===== src/rtl/p2exp_pkg.sv =====
// rtl/p2exp_pkg.sv - shared types and the latch update helper for the P2 expander
package p2exp_pkg;

   typedef enum logic [1:0] {
      READ   = 2'b00,
      WRITE  = 2'b01,
      OP_OR  = 2'b10,
      OP_AND = 2'b11
   } bus_op_e;

   typedef logic [1:0] port_idx_t;

   typedef enum logic [2:0] {
      IDLE,
      ARM,
      RD_WAIT,
      RD_DRIVE,
      WR_WAIT
   } state_e;

   // New latch nibble for a write-class command; READ never commits.
   function automatic logic [3:0] apply_op(input bus_op_e op,
                                           input logic [3:0] cur,
                                           input logic [3:0] d);
      case (op)
         OP_OR:   return cur | d;
         OP_AND:  return cur & d;
         default: return d;
      endcase
   endfunction

endpackage


===== src/rtl/p2exp_sync.sv =====
// rtl/p2exp_sync.sv - aligned prog_n/p2i synchronizer with edge detect
module p2exp_sync #(
   parameter int SYNC_STAGES = 2
) (
   input  logic       clk,
   input  logic       rst,
   input  logic       prog_n_i,
   input  logic [3:0] p2_i,
   output logic       prog_s_o,
   output logic       valid_o,
   output logic       fall_o,
   output logic       rise_o,
   output logic [3:0] p2_at_fall_o,
   output logic [3:0] p2_last_low_o
);

   // {prog_n, p2} travel together so every p2 sample lines up with its strobe sample
   logic [4:0]             chain_q [SYNC_STAGES];
   logic [4:0]             prev_q;
   logic [SYNC_STAGES:0]   fill_q;
   logic [4:0]             cur;

   // Shift chain plus one history stage; fill_q marks when prev_q holds a real pin sample
   always_ff @(posedge clk or posedge rst) begin
      if (rst) begin
         for (int i = 0; i < SYNC_STAGES; i++) chain_q[i] <= 5'b10000;
         prev_q <= 5'b10000;
         fill_q <= '0;
      end else begin
         chain_q[0] <= {prog_n_i, p2_i};
         for (int i = 1; i < SYNC_STAGES; i++) chain_q[i] <= chain_q[i-1];
         prev_q <= cur;
         fill_q <= {fill_q[SYNC_STAGES-1:0], 1'b1};
      end
   end

   assign cur           = chain_q[SYNC_STAGES-1];
   assign prog_s_o      = cur[4];
   assign valid_o       = fill_q[SYNC_STAGES];
   // Edges are suppressed until the chain has flushed its reset contents
   assign fall_o        = valid_o &  prev_q[4] & ~cur[4];
   assign rise_o        = valid_o & ~prev_q[4] &  cur[4];
   // First sample with prog low carries the command
   assign p2_at_fall_o  = cur[3:0];
   // Sample from the last low cycle; the sample taken at rise may already be past data hold
   assign p2_last_low_o = prev_q[3:0];

endmodule


===== src/rtl/p2_expander_resp.sv =====
// rtl/p2_expander_resp.sv - 8243-style P2 bus I/O expander responder
module p2_expander_resp
   import p2exp_pkg::*;
#(
   parameter int          SYNC_STAGES = 2,
   parameter int          OE_DELAY    = 2,
   parameter logic [15:0] RST_PORTS   = 16'hFFFF
) (
   input  logic        clk,
   input  logic        rst,
   input  logic        prog_n,
   input  logic [3:0]  p2i,
   output logic [3:0]  p2o,
   output logic        p2_oe,
   input  logic [15:0] pin_i,
   output logic [15:0] pout_o,
   output logic [3:0]  pdir_o,
   output logic [3:0]  wr_pulse,
   output logic [3:0]  rd_pulse
);

   logic       prog_s, sync_valid, fall, rise;
   logic [3:0] p2_at_fall, p2_last_low;

   p2exp_sync #(.SYNC_STAGES(SYNC_STAGES)) u_sync (
      .clk           (clk),
      .rst           (rst),
      .prog_n_i      (prog_n),
      .p2_i          (p2i),
      .prog_s_o      (prog_s),
      .valid_o       (sync_valid),
      .fall_o        (fall),
      .rise_o        (rise),
      .p2_at_fall_o  (p2_at_fall),
      .p2_last_low_o (p2_last_low)
   );

   state_e     state_q;
   bus_op_e    op_q;
   port_idx_t  addr_q;
   logic [7:0] cnt_q;
   logic       started_q;
   logic [3:0] p2o_q;
   logic       p2_oe_q;
   logic [15:0] pout_q;
   logic [3:0] pdir_q, wr_pulse_q, rd_pulse_q;

   bus_op_e    cmd_op_d;
   port_idx_t  cmd_addr_d;
   logic [3:0] wr_nibble_d;

   assign cmd_op_d    = bus_op_e'(p2_at_fall[3:2]);
   assign cmd_addr_d  = p2_at_fall[1:0];
   assign wr_nibble_d = apply_op(op_q, pout_q[{addr_q, 2'b00} +: 4], p2_last_low);

   // Bus cycle FSM with registered bus drive, latches and strobes
   always_ff @(posedge clk or posedge rst) begin
      if (rst) begin
         state_q    <= IDLE;
         op_q       <= READ;
         addr_q     <= '0;
         cnt_q      <= '0;
         started_q  <= 1'b0;
         p2o_q      <= '0;
         p2_oe_q    <= 1'b0;
         pout_q     <= RST_PORTS;
         pdir_q     <= '0;
         wr_pulse_q <= '0;
         rd_pulse_q <= '0;
      end else begin
         wr_pulse_q <= '0;
         rd_pulse_q <= '0;
         started_q  <= started_q | sync_valid;
         case (state_q)
            IDLE: begin
               if (fall) begin
                  op_q   <= cmd_op_d;
                  addr_q <= cmd_addr_d;
                  if (cmd_op_d == READ) begin
                     // Read data is frozen at decode so the bus value cannot tear
                     p2o_q                <= pin_i[{cmd_addr_d, 2'b00} +: 4];
                     pdir_q[cmd_addr_d]   <= 1'b0;
                     cnt_q                <= '0;
                     state_q              <= RD_WAIT;
                  end else begin
                     state_q <= WR_WAIT;
                  end
               end else if (!started_q && sync_valid && !prog_s) begin
                  // Came out of reset inside a bus cycle: sit it out
                  state_q <= ARM;
               end
            end
            RD_WAIT: begin
               if (rise) begin
                  state_q <= IDLE;
               end else if (cnt_q == 8'(OE_DELAY - 1)) begin
                  p2_oe_q <= 1'b1;
                  state_q <= RD_DRIVE;
               end else begin
                  cnt_q <= cnt_q + 8'd1;
               end
            end
            RD_DRIVE: begin
               if (rise) begin
                  p2_oe_q            <= 1'b0;
                  rd_pulse_q[addr_q] <= 1'b1;
                  state_q            <= IDLE;
               end
            end
            WR_WAIT: begin
               if (rise) begin
                  pout_q[{addr_q, 2'b00} +: 4] <= wr_nibble_d;
                  pdir_q[addr_q]               <= 1'b1;
                  wr_pulse_q[addr_q]           <= 1'b1;
                  state_q                      <= IDLE;
               end
            end
            ARM: begin
               if (rise) state_q <= IDLE;
            end
            default: state_q <= IDLE;
         endcase
      end
   end

   assign p2o      = p2o_q;
   assign p2_oe    = p2_oe_q;
   assign pout_o   = pout_q;
   assign pdir_o   = pdir_q;
   assign wr_pulse = wr_pulse_q;
   assign rd_pulse = rd_pulse_q;

endmodule


===== config.mk =====
export PLATFORM = sky130hd
export DESIGN_NAME = p2_expander_resp
export DESIGN_NICKNAME = d
export VERILOG_FILES = /design/src/rtl/p2exp_pkg.sv /design/src/rtl/p2exp_sync.sv /design/src/rtl/p2_expander_resp.sv
export SDC_FILE = /design/constraint.sdc
export NUM_CORES = 1
export LEC_CHECK = 0
export CELL_PAD_IN_SITES_DETAIL_PLACEMENT = 0
export CELL_PAD_IN_SITES_GLOBAL_PLACEMENT = 2
export CORE_MARGIN = 1.5
export CORE_UTILIZATION = 36
export DETAILED_ROUTE_END_ITERATION = 7
export PLACE_DENSITY_LB_ADDON = 0.05
export SLEW_MARGIN = 20
export SYNTH_ARGS = -nofsm -noshare
export SYNTH_HDL_FRONTEND = slang
export SYNTH_SLANG_ARGS = --single-unit

===== constraint.sdc =====
create_clock -name clk -period 4.5 [get_ports clk]
set_input_delay 0.675 -clock clk [delete_from_list [all_inputs] [get_ports clk]]
set_output_delay 0.675 -clock clk [all_outputs]
set_load 0.05 [all_outputs]

# Word-level counts from Yosys, hierarchy flattened
# Index checks and enable logic that the tools add are counted.
totals:
  reg_bits: 67
  in_bits: 23
  out_inout_bits: 33
classes:
  n_addsub: 2
  magnitude_cmp: 4
  eq_ne: 17
  n_shift: 4
  n_mux: 29
  bitwise_logic: 12
  reduce_logical: 19
ops:
  columns: ["cell", "count"]
  rows:
  - ["8-bit 2-to-1 mux", 4]
  - ["16-bit by 5-bit variable part select with 4-bit output", 2]
  - ["4-bit 2-to-1 mux", 6]
  - ["3-bit 2-to-1 mux", 6]
  - ["16-bit bitwise mux", 1]
  - ["4-bit one-hot mux with 2 select lines", 2]
  - ["8-bit one-hot mux with 2 select lines", 1]
  - ["4-bit by 6-bit variable shift with 16-bit output, first input constant", 1]
  - ["4-bit by 6-bit variable part select with 16-bit output", 1]
  - ["2-bit inequality test, second input constant", 7]
  - ["3-bit one-hot mux with 3 select lines", 1]
  - ["8-bit by 1-bit adder with 8-bit output, second input constant", 1]
  - ["4-bit AND", 2]
  - ["8-bit by 1-bit equality test with 1-bit output, second input constant", 1]
  - ["4-bit OR", 2]
  - ["4-bit AND reduction", 2]
  - ["3-bit by 2-bit equality test with 1-bit output, second input constant", 2]
  - ["2-bit by 3-bit less-than comparator with 1-bit output, second input constant", 2]
  - ["3-bit inequality test, second input constant", 2]
  - ["4-bit negation with 6-bit output", 1]
  - ["3-bit AND reduction", 2]
  - ["2-bit nonzero test", 3]
  - ["1-bit 2-to-1 mux", 5]
  - ["5-bit AND reduction", 1]
  - ["other kinds (17)", 29]

# Longest topological paths before layout
logic_depth:
  depth_word: 9
  mapped_depth: 7
  ltp_nobuf: 7

# Cells and area by module
# A second synthesis with hierarchy kept.
hier_totals:
  hier_cells: 272
  hier_area_um2: 3091.7
by_module_without_submodules:
  columns: ["mod", "instances", "cells_per_inst", "area_each_um2", "seq_area_each_um2"]
  rows:
  - ["p2_expander_resp", 1, 242, 2552.4, 1246.2]
  - ["p2exp_sync", 1, 30, 539.3, 454.2]

# Worst setup path after synthesis
# OpenSTA, ideal clock, no wires.
synth_timing:
  path_type: "reg-to-reg"
  start: "register addr_q[0]"
  end: "register pout_q[10] (netlist: pout_o[10])"
  arrival_time_ps: 1917
  required_ps: 4428
  slack_ps: 2511
  path_stages_with_launch: 7
  path_cell_list: "dfrtp_1 > clkbuf_1 > inv_1 > ha_1 > inv_1 > or4_4 > o21ai_1"
synth_between:
  elab_chain_len: 5
synth_rtl:
  columns: ["element", "line_no", "text"]
  rows:
  - ["start: declaration", "p2_expander_resp.sv:40", "port_idx_t addr_q;"]
  - ["start signal: assignment", "p2_expander_resp.sv:78", "addr_q <= cmd_addr_d;"]
  - ["16-bit by 5-bit variable part select with 4-bit output", "p2_expander_resp.sv:54", "assign wr_nibble_d = apply_op(op_q, pout_q[{addr_q, 2'b00} +: 4], p2_last_low);"]
  - ["4-bit AND or 4-bit OR (tied branches)", "p2exp_pkg.sv:27, p2exp_pkg.sv:26", null]
  - ["4-bit one-hot mux with 2 select lines", "p2exp_pkg.sv:25", "case (op)"]
  - ["4-bit by 6-bit variable part select with 16-bit output", "p2_expander_resp.sv:112", "pout_q[{addr_q, 2'b00} +: 4] <= wr_nibble_d;"]
  - ["16-bit bitwise mux *", "p2_expander_resp.sv:112", null]
  - ["end signal: indexed assignment", "p2_expander_resp.sv:112", null]
  - ["end: declaration", "p2_expander_resp.sv:45", "logic [15:0] pout_q;"]
# Mark *: on every way between the ends. The rest lies on a longest branch, timed or not.
# A chain may end at the register's enable or synchronous reset.

# Final worst setup path
layout_timing:
  start: "register pout_q[0] (netlist: pout_o[0])"
  end: "output port pout_o[0]"
layout_lines:
  columns: ["element", "line_no", "text"]
  rows:
  - ["end: declaration", "p2_expander_resp.sv:16", "output logic [15:0] pout_o,"]
# No word-level cell between the ends.

==> summary.md <==
| Metric | Value |
|---|---|
| DR vias/cell | 5.01 |
| Layout cells sized above 1 | 0.191 |
| DRT Pass-1 Iters | 4 |
| DIE AREA | 8830 µm² |
| Total global routing overflow | 0 |
| Global-route wire length before repair | 11,000 µm |
| Max stage delay cell, worst path | clkdlybuf4s50_1 |
| Fillers | 724 |
| Status | complete, no violations |
| Total GRT Usage | 0.167 |
| VDD IR max | 0.238 mV |
| Cell Pwr Density | 481 nW/µm² |
| Synth top area cells | dfrtp_1 (40%), dfstp_2 (17%), mux4_2 (6.0%) |
| Avg Cell Area, Syn | 11.6 µm² |
| Slew @ Worst Pin | 0.825 ns |
| CTS max path bufs | 2 |
| Finished Cell Area | 3810 µm² |
| Syn-to-layout area delta | 27.8% |
| CTS Sinks | 67 |
| Achievable clock frequency | 419 MHz |
| CTS Buf Count | 9 |
| Vias in the first global route | 2,104 |
| RR Startpoint | u_sync.cur[4]$_DFF_PP1_ |
| Mapped Cells | 257 |
| IO Count | 56 |
| Hold Slack | 0.355 ns |
| Critical path type | register to output port |
| Netlist Area Pre-Place | 2980 µm² |
| Critical Path Source | pout_o[0]$_DFFE_PP1P_ |
| Largest area contributor in the netlist | dfrtp_1 |
| Core Area | 7890 µm² |
| Prevailing post-synth register cell | dfrtp_1 |
| Yosys warning count | 0 |
| Nets@finish | 348 |
| Number of buffers inserted by port buffering | 55 |
| Leakage | 1.58 nW |
| CTS resizes | 0 |
| CP top delay family | buffers and inverters |
| FFs w/ async S/R, synth | 1.00 |
| Startpoint types | register |
| WP data required | 3.83 ns |
| Die H | 94.0 µm |
| Fin crit share | 0.530 |
| Clk_skew | 0.0136 ns |
| H-Tree Depth | 3 |
| # setup viols final | 0 |
| Endpoints failing hold | 0 |
| Avg WL per Cell | 15.7 µm |
| Clock root cell | clkbuf_8 |
| HPWL after DPL | 4650 µm |
| Crit path max fanout | 3 |
| Final slew viol count | 0 |
| Syn_nets | 290 |
| Minimum clock period | 2.39 ns |
| Crit path buffers/inverters | 1 |
| Final Wtd Congestion | 0.735 |
| Largest net degree at the start of global routing | 42 |
| Starting density of the core | 0.378 |
| Diode count | 0 |
| Top-count cell post-synth | dfrtp_1 |
| Hold_buf cts | 0 |
| Worst EP arrival | 1.71 ns |
| Hold Path Origin | u_sync.chain_q[6]$_DFF_PP0_ |
| Dpl cell area | 3630 µm² |
| Slew margin rel. | 0.449 |
| Seq/Total Area, Yosys | 0.571 |
| Max cap viols | 0 |
| Post-route worst setup slack | 2.11 ns |
| DRT Wirelength | 6610 µm |
| Setup WS pre-CTS | 2.32 ns |
| Post CTS Setup Buffer Count | 0 |
| Setup TNS Final | 0 ns |
| Slowest cell delay on critical path | 0.81 ns |
| Drt initial violations | 56 |
| Routed Antenna Nets | 0 |
| Synth top area share | 0.403 |
| Critical path capture point type | output port |
| Hold Path Class | register to register |
| Synth top cells by count | dfrtp_1 (48), nand2_1 (40), dfstp_2 (19), nor2_1 (13), o21ai_1 (12) |
| CTS tree | yes |
| Die W | 94.0 µm |
| Clk_lat worst skew | 0.34 ns |
| FF+latch count, synth | 67 |
| RSZ-0062 raised after global routing | no |
| DR DRC count | 0 |
| Yosys cell types | 45 |
| Number of synthesized flops with an enable pin | 0 |
| Site Rows | 32 |
| Clk slew on worst S/H paths | 0.07 ns |
| Initial antenna violation count | 0 |
| CP Cell Sequence | clkdlybuf4s50_1 |
| Via count | 2,116 |
==> state kept, by name (all words and copies together), names as in the netlist, 2 cells and up <==
name and cells:
pdir_o 4, pout_o 16, rd_pulse 4, u_sync.prev_q 5, p2o 4, op_q 2
u_sync.fill_q 3, u_sync.cur 5, cnt_q 8, u_sync.chain_q 5, addr_q 2, state_q 3
wr_pulse 4
==> area by class of cell <==
type | count | area [µm²] | share of cell area
Inverter | 7 | 26.3 | 0.00690
Clock buffer | 10 | 138 | 0.0362
Multi-Input combinational cell | 174 | 1210 | 0.319
Sequential cell | 67 | 1700 | 0.447
Timing Repair Buffer | 56 | 558 | 0.147
Clock inverter | 6 | 41.3 | 0.0108
Tap cell | 102 | 128 | 0.0335
==> cell usage in the layout, fill, tap and decap left out, types with 4 or more instances in the layout <==
master           count
nand2_1             40
inv_1                6
mux2_2               5
clkbuf_8            10
o21a_1               4
ha_1                10
o21ai_1             12
and2_1               8
nor2_1              13
clkdlybuf4s50_1     55
a21boi_0             4
dfstp_2             19
dfrtp_1             48
nor3_1               4
mux4_2               8
and3_1               4
o21ai_0             10
nand3_1             11
==> where the power goes <==
part           internal, mW  total (mW)  switching [mW]
logic                 0.212       0.572           0.360
clock network         0.214       0.447           0.234
registers             0.692       0.813           0.121
total                  1.12        1.83           0.714
==> per-layer routing <==
layer  vias to the layer above  global-route usage  wire, µm
met5                         -                   0         0
met4                         0              0.0746        36
li1                       1017                   -         -
met2                        60               0.239      2950
met3                         2              0.0364       364
met1                      1037               0.241      3260
==> cells by family after synthesis <==
kind of cell               Yosys count  share of synthesized area
buffers and inverters               16                     0.0214
adders and majority gates           10                     0.0420
AOI/OAI and AO/OA                   43                     0.0886
and+or+nand+nor                    107                      0.197
other                                1                    0.00126
DFF                                 67                      0.571
muxes                               13                     0.0794
==> final timing paths <==
check	slack (ns)	to	cells past startpoint
max reg2reg	2.35	pout_o[15]$_DFFE_PP1P_	5
min	0.35	u_sync.cur[1]$_DFF_PP0_	0
max in group asynchronous	2.78	pout_o[13]$_DFFE_PP1P_	3
min in group asynchronous	0.82	state_q[2]$_DFFE_PP0P_	2
min reg2reg	0.35	u_sync.cur[1]$_DFF_PP0_	0
max	2.11	pout_o[0]	1
==> stage by stage <==
step	total power, mW	utilization	instances
4_1_cts	1.86	0.483	422
3_5_place_dp	1.40	0.460	406
3_3_place_gp	1.40	0.460	406
5_1_grt	1.94	0.483	422
6_report	1.83	0.483	422
2_1_floorplan	1.19	-	257
Note: power is estimated with default switching activity, not from simulation.
